[src/rtl/slice_seq_adder.sv]
// slice_seq_adder: multi-cycle WIDTH-bit adder that time-shares one SLICE-bit
// ripple-carry slice over WIDTH/SLICE clock cycles, with a registered carry
// linking consecutive slices. valid/ready handshake on both sides.
module slice_seq_adder #(
    parameter int WIDTH = 16,
    parameter int SLICE = 4
) (
    input  logic             clk,
    input  logic             rst,
    input  logic             in_valid,
    output logic             in_ready,
    input  logic [WIDTH-1:0] A,
    input  logic [WIDTH-1:0] B,
    input  logic             Cin,
    output logic             out_valid,
    input  logic             out_ready,
    output logic [WIDTH-1:0] S,
    output logic             Cout,
    output logic             busy
);

    localparam int NSL   = WIDTH / SLICE;
    localparam int IDX_W = (NSL > 1) ? $clog2(NSL) : 1;

    typedef enum logic [1:0] {
        IDLE = 2'd0,
        RUN  = 2'd1,
        DONE = 2'd2
    } state_t;

    state_t           state;
    state_t           state_nxt;

    logic [WIDTH-1:0] a_r;
    logic [WIDTH-1:0] b_r;
    logic             carry_r;
    logic [IDX_W-1:0] idx;

    logic [SLICE-1:0] sl_a;
    logic [SLICE-1:0] sl_b;
    logic [SLICE-1:0] sl_s;
    logic [SLICE:0]   sl_c;
    logic             last_slice;

    // The single shared slice: operands picked out of the latched words by idx
    assign sl_a       = a_r[idx*SLICE +: SLICE];
    assign sl_b       = b_r[idx*SLICE +: SLICE];
    assign sl_c[0]    = carry_r;
    assign last_slice = (idx == IDX_W'(NSL - 1));

    // Ripple chain of full-adder cells, one per slice bit
    for (genvar i = 0; i < SLICE; i++) begin : g_fa
        assign sl_s[i]   = sl_a[i] ^ sl_b[i] ^ sl_c[i];
        assign sl_c[i+1] = (sl_a[i] & sl_b[i]) | (sl_c[i] & (sl_a[i] ^ sl_b[i]));
    end

    // State register
    always_ff @(posedge clk) begin
        if (rst) begin
            state <= IDLE;
        end else begin
            state <= state_nxt;
        end
    end

    // Next-state logic; rst is excluded from the IDLE accept via the register reset
    always_comb begin
        state_nxt = state;
        case (state)
            IDLE: if (in_valid)   state_nxt = RUN;
            RUN:  if (last_slice) state_nxt = DONE;
            DONE: if (out_ready)  state_nxt = IDLE;
            default:              state_nxt = IDLE;
        endcase
    end

    // Handshake and status outputs decoded from state
    always_comb begin
        in_ready  = (state == IDLE) & ~rst;
        busy      = (state == RUN);
        out_valid = (state == DONE);
    end

    // Operand capture; data-only registers, meaningful only after an accept
    always_ff @(posedge clk) begin
        if (!rst && state == IDLE && in_valid) begin
            a_r <= A;
            b_r <= B;
        end
    end

    // Slice sequencing: carry link, slice index and the accumulated result
    always_ff @(posedge clk) begin
        if (rst) begin
            S       <= '0;
            Cout    <= 1'b0;
            idx     <= '0;
            carry_r <= 1'b0;
        end else begin
            case (state)
                IDLE: begin
                    if (in_valid) begin
                        S       <= '0;
                        Cout    <= 1'b0;
                        idx     <= '0;
                        carry_r <= Cin;
                    end
                end
                RUN: begin
                    S[idx*SLICE +: SLICE] <= sl_s;
                    carry_r               <= sl_c[SLICE];
                    idx                   <= idx + 1'b1;
                    if (last_slice) begin
                        Cout <= sl_c[SLICE];
                    end
                end
                default: ;
            endcase
        end
    end

endmodule

[config.mk]
export PLATFORM = sky130hd
export DESIGN_NAME = slice_seq_adder
export DESIGN_NICKNAME = d
export VERILOG_FILES = /design/src/rtl/slice_seq_adder.sv
export SDC_FILE = /design/constraint.sdc
export NUM_CORES = 1
export LEC_CHECK = 0
export BUFFER_PORTS_ARGS = -buffer_cell sky130_fd_sc_hd__buf_2
export CAP_MARGIN = 25
export CORE_MARGIN = 5
export CORE_UTILIZATION = 52
export CTS_CLUSTER_DIAMETER = 50
export DETAILED_ROUTE_END_ITERATION = 16
export PLACE_DENSITY = 0.75
export SETUP_SLACK_MARGIN = 0.4
export SYNTH_ARGS = -nofsm -noshare
export SYNTH_HDL_FRONTEND = slang
export SYNTH_SLANG_ARGS = --single-unit
[constraint.sdc]
create_clock -name clk -period 3.78 [get_ports clk]
set_input_delay 0.378 -clock clk [delete_from_list [all_inputs] [get_ports clk]]
set_output_delay 0.378 -clock clk [all_outputs]
set_load 0.01 [all_outputs]
==> results of run 1 <==
## power breakdown
part | total [mW] | internal (mW) | switching (mW)
Clock | 0.382 | 0.197 | 0.185
Sequential | 0.656 | 0.645 | 0.0109
Combinational | 0.146 | 0.0661 | 0.0804
## final cells by class
cell class              count  area (um2)
fillers                   329        1580
flip-flops and latches     54        1400
multi-input cells          72         758
repair buffers             58         295
clock buffers               5        68.8
well taps                  52        65.1
inverters                  14        52.6
clock inverters             3        45.0
## through the flow
| step | worst slack (ns) | std cells |
|---|---|---|
| 4_1_cts | 0.920 | 258 |
| 6_report | 0.952 | 258 |
| 3_5_place_dp | 0.933 | 250 |
| 5_1_grt | 0.790 | 258 |
| 3_3_place_gp | 0.994 | 250 |
| 2_1_floorplan | 0.945 | 146 |
## Yosys cell counts, drive strengths merged, types with 4 or more instances
| cell | instances | share of area [%] |
|---|---|---|
| inv | 13 | 2.2 |
| ha | 4 | 2.2 |
| nor2 | 6 | 1.0 |
| mux4 | 8 | 8.0 |
| a22o | 8 | 3.1 |
| dfxtp | 22 | 20 |
| o2bb2ai | 8 | 3.1 |
| nand4 | 4 | 1.1 |
| a21oi | 6 | 1.7 |
| mux2 | 4 | 2.0 |
| fa | 4 | 3.6 |
| edfxtp | 32 | 43 |
| buf | 4 | 1.4 |
## worst max-delay path by stage
stage                                    end  slack (ns)           startpoint
after global routing      S[15]$_SDFFE_PP0P_        0.79  idx[0]$_SDFFE_PP0P_
after global placement     S[7]$_SDFFE_PP0P_        0.99  idx[1]$_SDFFE_PP0P_
final                     S[15]$_SDFFE_PP0P_        0.95  idx[1]$_SDFFE_PP0P_
after detailed placement  S[15]$_SDFFE_PP0P_        0.93  idx[1]$_SDFFE_PP0P_
after CTS                 S[15]$_SDFFE_PP0P_        0.92  idx[1]$_SDFFE_PP0P_
after floorplan           S[11]$_SDFFE_PP0P_        0.95  idx[0]$_SDFFE_PP0P_
## worst max-delay path, cell delays in order (launching register included)
cell	delay [ns]
dfxtp_1	0.62
mux4_2	0.28
inv_1	0.05
fa_1	0.38
inv_1	0.08
fa_1	0.15
inv_1	0.05
fa_1	0.35
inv_1	0.07
fa_1	0.47
a22o_1	0.23
## cell families after synthesis
logic type,Yosys count
fa+ha+maj,8
compound gates,28
mux,13
simple gates,23
flops,54
buf+inv,20
## metal layers
metal | share of wire [%] | vias to the layer above
li1 | - | 675
met1 | 39 | 688
met2 | 50 | 67
met3 | 8.5 | 10
met4 | 2.5 | 0
met5 | 0 | -
## placed cells by master, fill, tap and decap left out
| cell type | Yosys | layout |
|---|---|---|
| buf_2 | 2 | 56 |
| edfxtp_1 | 32 | 32 |
| dfxtp_1 | 22 | 22 |
| inv_1 | 12 | 12 |
| mux4_2 | 8 | 8 |
| o2bb2ai_1 | 8 | 8 |
| a22o_1 | 8 | 8 |
| nor2_1 | 6 | 6 |
| clkbuf_8 | 0 | 5 |
| mux2_2 | 4 | 4 |
| nand4_1 | 4 | 4 |
| a21oi_1 | 4 | 4 |
| fa_1 | 4 | 4 |
| ha_1 | 4 | 4 |
| nand2_1 | 2 | 2 |
| nor3_1 | 2 | 2 |
| a21oi_2 | 2 | 2 |
| nor4b_4 | 2 | 2 |
| and4_2 | 2 | 2 |
| a22oi_1 | 2 | 2 |
| clkinvlp_4 | 0 | 2 |
| buf_4 | 0 | 2 |
| inv_2 | 1 | 1 |
| clkinv_1 | 1 | 1 |
| and2_1 | 1 | 1 |
| nor2b_1 | 1 | 1 |
| nand4b_1 | 1 | 1 |
| o21bai_1 | 1 | 1 |
| nand3_1 | 1 | 1 |
| a31oi_1 | 1 | 1 |
| o221a_2 | 1 | 1 |
| and4_1 | 1 | 1 |
| mux2i_1 | 1 | 1 |
| a211oi_1 | 1 | 1 |
| bufinv_16 | 0 | 1 |
## registers in the layout, indices dropped and copies added (netlist names)
register	cells
Cout	1
idx	2
S	16
b_r	16
carry_r	1
a_r	16
state	2
==> results.toml, run 1 <==
[outcome]
status = "completed"

[synthesis]
syn_area_per_cell_um2 = 15.4
synthArstFlopShare_pct = 0
synthFlopType = "edfxtp_1"
synth_simple_gate_area_share_pct = 7.44
synth_edf_count = 32
ys_ff_latch = 54
synth-compound-area-share_pct = 10.0
synth.distinct_cells = 33
synthAdderAreaFrac_pct = 5.78
synth_top_family_by_area = "multiplexers"
ys_seq_area_share_pct = 62.2
synthMuxAreaShare_pct = 10.4
synth_xor_area_share_pct = 0
synthCells = 146
synth_fp_nets = 191
yosysWarningCount = 0
syn_area_mm2 = 0.00225

[worst_hold_path]
hold_end = "a_r[10]$_DFFE_PP_"
hold_depth = 1
hp-class = "in2reg"
worstHoldStart = "A[10]"

[clock_network]
cts_resized = 0
htreeDepth = 2
clock_latency_ns = 0.31
postCtsSetupBuffers = 0
cts_sinks = 54
clk_pin_slew_ns = 0.10
clockBufferDepth = 2
cts_root_buf = "clkbuf_8"
tritoncts = "done"
cts_buffers = 5
cts_hold_buf = 0

[job]
maxCapViolations = 0

[drt]
drt_iter0_drc = 80
drcViolationCount = 0
wl_per_cell_um = 17.2
antenna_left = 0
wl_mm = 4.44
vias = 1440
dr.pass1.iters = 4
viasPerCell = 5.58

[critical_path]
r2r-end = "S[15]$_SDFFE_PP0P_"
r2r_cells = 10
crit_fanout = 12
worst-setup-path-type = "reg2reg"
arrival_ns = 3.03
cp.required_ns = 3.99
end_kind = "flop"
rrSetupSlack_ns = 0.95
reg2reg_from = "idx[1]$_SDFFE_PP0P_"
cp-start-kind = "flop"

[sta]
slew_viol_final = 0
slew_headroom_pct = 67.5
skew_ns = 0.00885
whs_ns = 0.244
clock.fmax_ghz = 0.354
fin_crit_ns = 2.83
tightest_slew_ns = 0.487
setup_viol = 0
rsz0062_at_grt = "false"
setup_tns_ns = 0
fin_crit_sh_pct = 74.8
final-hold-violation-count = 0

[global_routing]
grt_first_pass_wirelength_mm = 6.87
antenna_found_initial = 0
use_met3_pct = 5.41
grt_pass1_vias = 1482
grt_remaining_overflow = 0
grt-busiest-layer = "met2"
track_usage_pct = 16.5
gr-usage-met2_pct = 27.3
grt_util_met1_pct = 19.5
grt_max_degree = 33

[layout]
area_delta_synth_final_pct = 19.3
drive_above_1_share_pct = 41.7
nNetsFinal = 250
stdcell_area_mm2 = 0.00269
finalCoreUtilization_pct = 63.0
insertedDiodeCount = 0

[die]
die_y_um = 75.8
coreArea_mm2 = 0.00426
die_w_um = 75.8
initial_core_util_pct = 52.8
ioPinCount = 57
placementRows = 24
fp.dieArea_mm2 = 0.00575

[power]
leakagePower_nw = 1.07
p_total_mw = 1.18
p_per_area_mw_per_mm2 = 441
ir_worst_vdd_uv = 338

[placement]
dp.final_hpwl_mm = 3.42
routabilityCongestion = 0.837
port_buffers = 56
dpl_cell_area_mm2 = 0.00257
Power figures use the tool's default switching activity.
==> run 2, diff against run 1 <==
--- a/config.mk
+++ b/config.mk
@@ -8,10 +8,10 @@
 export BUFFER_PORTS_ARGS = -buffer_cell sky130_fd_sc_hd__buf_2
 export CAP_MARGIN = 25
 export CORE_MARGIN = 5
-export CORE_UTILIZATION = 52
+export CORE_UTILIZATION = 47
 export CTS_CLUSTER_DIAMETER = 50
 export DETAILED_ROUTE_END_ITERATION = 16
-export PLACE_DENSITY = 0.75
+export PLACE_DENSITY = 0.72
 export SETUP_SLACK_MARGIN = 0.4
 export SYNTH_ARGS = -nofsm -noshare
 export SYNTH_HDL_FRONTEND = slang
==> constraint.sdc (replaced) <==
create_clock -name clk -period 2.4 [get_ports clk]
set_input_delay 0.24 -clock clk [delete_from_list [all_inputs] [get_ports clk]]
set_output_delay 0.24 -clock clk [all_outputs]
set_load 0.01 [all_outputs]
==> run 2 against run 1 <==
Compared with the run above: the flow now finishes with violations (setup timing); clock power increased by 31%; die area increased by 9.2%; maximum frequency increased by 12%; cell count increased by 2.7%; hold slack got worse by 0.14 ns; sequential cell count unchanged; sequential power increased by 57%; count of clock-buffer cells in the layout unchanged; final area increased by 2.3%.
==> results.toml, run 2 (synthesis results as in run 1) <==
[outcome]
status = "finished, violations left"
violations = "setup timing"

[clock_network]
clockBufferDepth = 2
cts_buffers = 5
cts_sinks = 54
cts_root_buf = "clkbuf_8"
tritoncts = "done"
postCtsSetupBuffers = 0
clock_latency_ns = 0.30
htreeDepth = 2
clk_pin_slew_ns = 0.09
cts_hold_buf = 0

[power]
internal-power_mw = 1.35
ir_worst_vdd_uv = 419
seq_power_share_pct = 57.5
combPwrFrac_pct = 14.6
clkPwrFrac_pct = 27.8
netSwitchingFraction_pct = 25.0
leakagePower_nw = 1.09
p_per_area_mw_per_mm2 = 653
p_sw_uw = 449

[layout]
area_delta_synth_final_pct = 22.0
stdcell_area_mm2 = 0.00275
reg_top3 = "S: 16 flops, a_r: 16 flops, b_r: 16 flops"
fillers = 383
insertedDiodeCount = 0
multi_input_area_um2 = 788
nNetsFinal = 255
drive_above_1_share_pct = 49.3
ff_latch_area_mm2 = 0.00141
final_cell_mix = "buf_2, edfxtp_1, dfxtp_1, mux4_2, a22o_1"
final_common_cell = "buf_2"

[die]
die_w_um = 79.2
initial_core_util_pct = 48.0
fp.dieArea_mm2 = 0.00628
placementRows = 25
coreArea_mm2 = 0.00469
die_y_um = 79.2
ioPinCount = 57

[drt]
drcViolationCount = 0
drt_iter0_drc = 92
vias = 1420
wl_per_cell_um = 16.2
viasPerCell = 5.36
antenna_left = 0
wl_mm = 4.28
dr.pass1.iters = 4

[critical_path]
endpoint = "S[7]$_SDFFE_PP0P_"
end_kind = "flop"
cp.required_ns = 2.60
rrSetupSlack_ns = -0.12
worst-setup-path-type = "reg2reg"
r2r_cells = 10
arrival_ns = 2.73
reg2reg_from = "idx[0]$_SDFFE_PP0P_"
r2r-end = "S[7]$_SDFFE_PP0P_"
crit_fanout = 4
cp-start-kind = "flop"
crit_start = "idx[0]$_SDFFE_PP0P_"

[sta]
slew_headroom_pct = 67.6
final-hold-violation-count = 0
fin_crit_ns = 2.52
tightest_slew_ns = 0.485
setup_ws_ns = -0.125
setup_tns_ns = -0.563
fin_crit_sh_pct = 105
clock.fmax_ghz = 0.396
whs_ns = 0.106
setup_viol = 5
skew_ns = 0.0101
slew_viol_final = 0
rsz0062_at_grt = "true"

[placement]
post-place-ws_ns = -0.178
routabilityCongestion = 0.780
dp.final_hpwl_mm = 3.33
port_buffers = 56
dpl_cell_area_mm2 = 0.00264

[global_routing]
track_usage_pct = 14.5
grt_first_pass_wirelength_mm = 7.06
antenna_found_initial = 0
grt_max_degree = 18
grt_pass1_vias = 1503
grt_remaining_overflow = 0

[worst_hold_path]
hp-class = "in2reg"

[job]
maxCapViolations = 0
[run 2: cell types whose count changed in the layout (fill, tap and decap cells not counted), sizes merged]
cell / previous run / this run
buf: 58 / 63
bufinv: 1 / 0
clkinv: 1 / 2
clkinvlp: 2 / 1
inv: 13 / 14
[run 2: layout make-up]
type / count / area share [%]
Inverter: 14 / 1.91
Timing Repair Buffer: 63 / 12.6
Multi-Input combinational cell: 72 / 28.7
Clock inverter: 3 / 0.729
Clock buffer: 5 / 2.50
Sequential cell: 54 / 51.1
Tap cell: 54 / 2.46
[run 2: critical path: stages, from the launching register on]
cell	delay [ns]
dfxtp_4	0.38
mux4_2	0.50
inv_2	0.07
fa_2	0.19
inv_2	0.04
fa_2	0.33
inv_2	0.06
fa_2	0.18
inv_2	0.04
fa_2	0.45
a22o_1	0.20
[run 2: worst min path at each step]
stage,startpoint,endpoint,cells after the start
6_report,A[2],a_r[2]$_DFFE_PP_,1
5_1_grt,A[9],a_r[9]$_DFFE_PP_,1
4_1_cts,A[6],a_r[6]$_DFFE_PP_,1
3_5_place_dp,B[4],b_r[4]$_DFFE_PP_,1
3_3_place_gp,B[4],b_r[4]$_DFFE_PP_,1
2_1_floorplan,A[0],a_r[0]$_DFFE_PP_,0
[run 2: timing repair]
action,in CTS,in global routing
pin swaps,3,5
resized for setup,3,2
setup endpoints to repair,10,13
[run 2: power by group through the flow]
stage / clock [mW] / sequential [mW] / combinational, mW
finish: 0.500 / 1.03 / 0.262
global route: 0.545 / 1.04 / 0.291
CTS: 0.515 / 1.03 / 0.262
detailed placement: 0 / 1.05 / 0.258
global placement: 0 / 1.05 / 0.255
floorplan: 0 / 1.05 / 0.168
[run 2: stage by stage]
stage	cells	total power, mW	utilization (%)
final	265	1.79	58.6
after global placement	257	1.31	56.3
after global routing	265	1.87	58.6
after detailed placement	257	1.31	56.3
after floorplan	146	1.22	-
after CTS	265	1.81	58.3
[run 2: per-layer routing]
layer	up-vias	track usage, %	wire, um
li1	688	-	-
met1	665	19.2	1930
met2	58	23.2	2020
met3	9	4.20	283
met4	0	3.95	51
met5	-	0	0
==> run 3, diff against run 2 <==
--- a/config.mk
+++ b/config.mk
@@ -6,12 +6,13 @@
 export NUM_CORES = 1
 export LEC_CHECK = 0
 export BUFFER_PORTS_ARGS = -buffer_cell sky130_fd_sc_hd__buf_2
-export CAP_MARGIN = 25
+export CELL_PAD_IN_SITES_DETAIL_PLACEMENT = 1
+export CELL_PAD_IN_SITES_GLOBAL_PLACEMENT = 2
 export CORE_MARGIN = 5
-export CORE_UTILIZATION = 47
+export CORE_UTILIZATION = 32
 export CTS_CLUSTER_DIAMETER = 50
 export DETAILED_ROUTE_END_ITERATION = 16
-export PLACE_DENSITY = 0.72
+export PLACE_DENSITY = 0.71
 export SETUP_SLACK_MARGIN = 0.4
 export SYNTH_ARGS = -nofsm -noshare
 export SYNTH_HDL_FRONTEND = slang
==> run 3 against run 2 <==
Compared with the run above: the run still ends with setup timing left; first-iteration DRC count is 50% lower; non-clock buffer count is 1 higher; via count is 0.63% higher; clock power is 8.0% higher; combinational power is 5% higher; routed wire length is 15% higher; core utilization is 17 points lower; die area is 40% higher; hold slack worse by 0.018 ns; setup slack worse by 0.047 ns; sequential cell count stayed put.
==> results.toml, run 3 (synthesis results as in run 1) <==
[critical_path]
cp-start-kind = "flop"
r2r-end = "S[7]$_SDFFE_PP0P_"
worst-setup-path-type = "reg2reg"
arrival_ns = 2.79
r2r_cells = 10
crit_start = "idx[0]$_SDFFE_PP0P_"
cp.required_ns = 2.62
end_kind = "flop"
rrSetupSlack_ns = -0.17
crit_fanout = 4
reg2reg_from = "idx[0]$_SDFFE_PP0P_"
endpoint = "S[7]$_SDFFE_PP0P_"

[sta]
clock.fmax_ghz = 0.389
slew_headroom_pct = 74.1
tightest_slew_ns = 0.388
final-hold-violation-count = 0
setup_viol = 6
fin_crit_sh_pct = 107
fin_crit_ns = 2.57
skew_ns = 0.0124
whs_ns = 0.0881
slew_viol_final = 0
rsz0062_at_grt = "true"
setup_ws_ns = -0.172

[placement]
dp.final_hpwl_mm = 3.79
dpl.cell_count = 299
routabilityCongestion = 0.738
post-place-ws_ns = -0.194
port_buffers = 56

[global_routing]
track_usage_pct = 12.0
grt_remaining_overflow = 0
antenna_found_initial = 0
grt_pass1_vias = 1611
grt_first_pass_wirelength_mm = 8.04
grt_max_degree = 33

[power]
netSwitchingFraction_pct = 26.5
p_per_area_mw_per_mm2 = 654
seq_power_share_pct = 55.8
ir_worst_vdd_uv = 327
p_total_mw = 1.84
clkPwrFrac_pct = 29.3
combPwrFrac_pct = 14.9
p_sw_uw = 488
internal-power_mw = 1.36
leakagePower_nw = 1.10

[drt]
viasPerCell = 4.64
drt_iter0_drc = 46
vias = 1429
drcViolationCount = 0
wl_mm = 4.91
wl_per_cell_um = 15.9
dr.pass1.iters = 3
antenna_left = 0

[worst_hold_path]
hp-class = "in2reg"

[layout]
area_delta_synth_final_pct = 25.3
final_cell_mix = "buf_2, edfxtp_1, dfxtp_1, mux4_2, a22o_1"
finalNonFillerCells = 308
insertedDiodeCount = 0
ff_latch_area_mm2 = 0.00141
final_common_cell = "buf_2"
fillers = 744
nNetsFinal = 256
reg_top3 = "S: 16 flops, a_r: 16 flops, b_r: 16 flops"
finalCoreUtilization_pct = 41.3
multi_input_area_um2 = 805
drive_above_1_share_pct = 50.9

[die]
initial_core_util_pct = 33.0
die_y_um = 93.9
ioPinCount = 57
fp.dieArea_mm2 = 0.00882
placementRows = 30
coreArea_mm2 = 0.00683
die_w_um = 93.9

[clock_network]
cts_buffers = 5
cts_root_buf = "clkbuf_8"
tritoncts = "done"
htreeDepth = 2
clk_pin_slew_ns = 0.11
clock_latency_ns = 0.32
clockBufferDepth = 2
cts_sinks = 54

[outcome]
status = "finished, violations left"
violations = "setup timing"

[job]
maxCapViolations = 0
run 3: timing repair:
item,4_1_cts,5_1_grt
hold buffers,0,0
pin swaps,4,5
resized for setup,2,7
setup buffers,1,0
endpoints found under the setup margin,13,17
run 3: routing by layer:
layer  wire [um]  track usage (%)
met1        2110             14.5
met2        2400             20.2
met4          60             3.61
met5           0                0
met3         337             4.17
run 3: metrics by stage:
stage                     instance area, um2  TNS, ns
final                                   2820   -0.793
after global placement                  2680   -0.709
after floorplan                         2280    -1.11
after global routing                    2820    -1.28
after CTS                               2780   -0.884
after detailed placement                2680    -1.00
run 3: worst min path at each step:
stage,start,endpoint,slack [ns],depth (start not counted)
floorplan,A[0],a_r[0]$_DFFE_PP_,0.34,0
finish,B[10],b_r[10]$_DFFE_PP_,0.09,1
global placement,B[4],b_r[4]$_DFFE_PP_,0.42,1
global route,B[14],b_r[14]$_DFFE_PP_,0.07,1
CTS,A[14],a_r[14]$_DFFE_PP_,0.08,1
detailed placement,A[14],a_r[14]$_DFFE_PP_,0.42,1
run 3: layout make-up:
type	count	share of cell area, %
flip-flops and latches	54	49.8
inverters	14	1.86
clock buffers	5	2.44
well taps	96	4.26
repair buffers	64	12.2
clock inverters	3	0.931
multi-input cells	72	28.5
run 3: power groups by stage:
stage	registers, mW	logic (mW)	clock network [mW]
floorplan	1.05	0.168	0
global placement	1.05	0.269	0
detailed placement	1.05	0.271	0
CTS	1.03	0.274	0.563
global route	1.03	0.305	0.602
finish	1.03	0.275	0.540
run 3: worst max-delay path, stage by stage, from the launching register on:
cell and delay (ns):
dfxtp_4 0.38, mux4_2 0.50, inv_2 0.07, fa_2 0.19, inv_2 0.04, fa_2 0.33
inv_2 0.07, fa_2 0.19, inv_2 0.04, fa_2 0.45, a22o_1 0.21
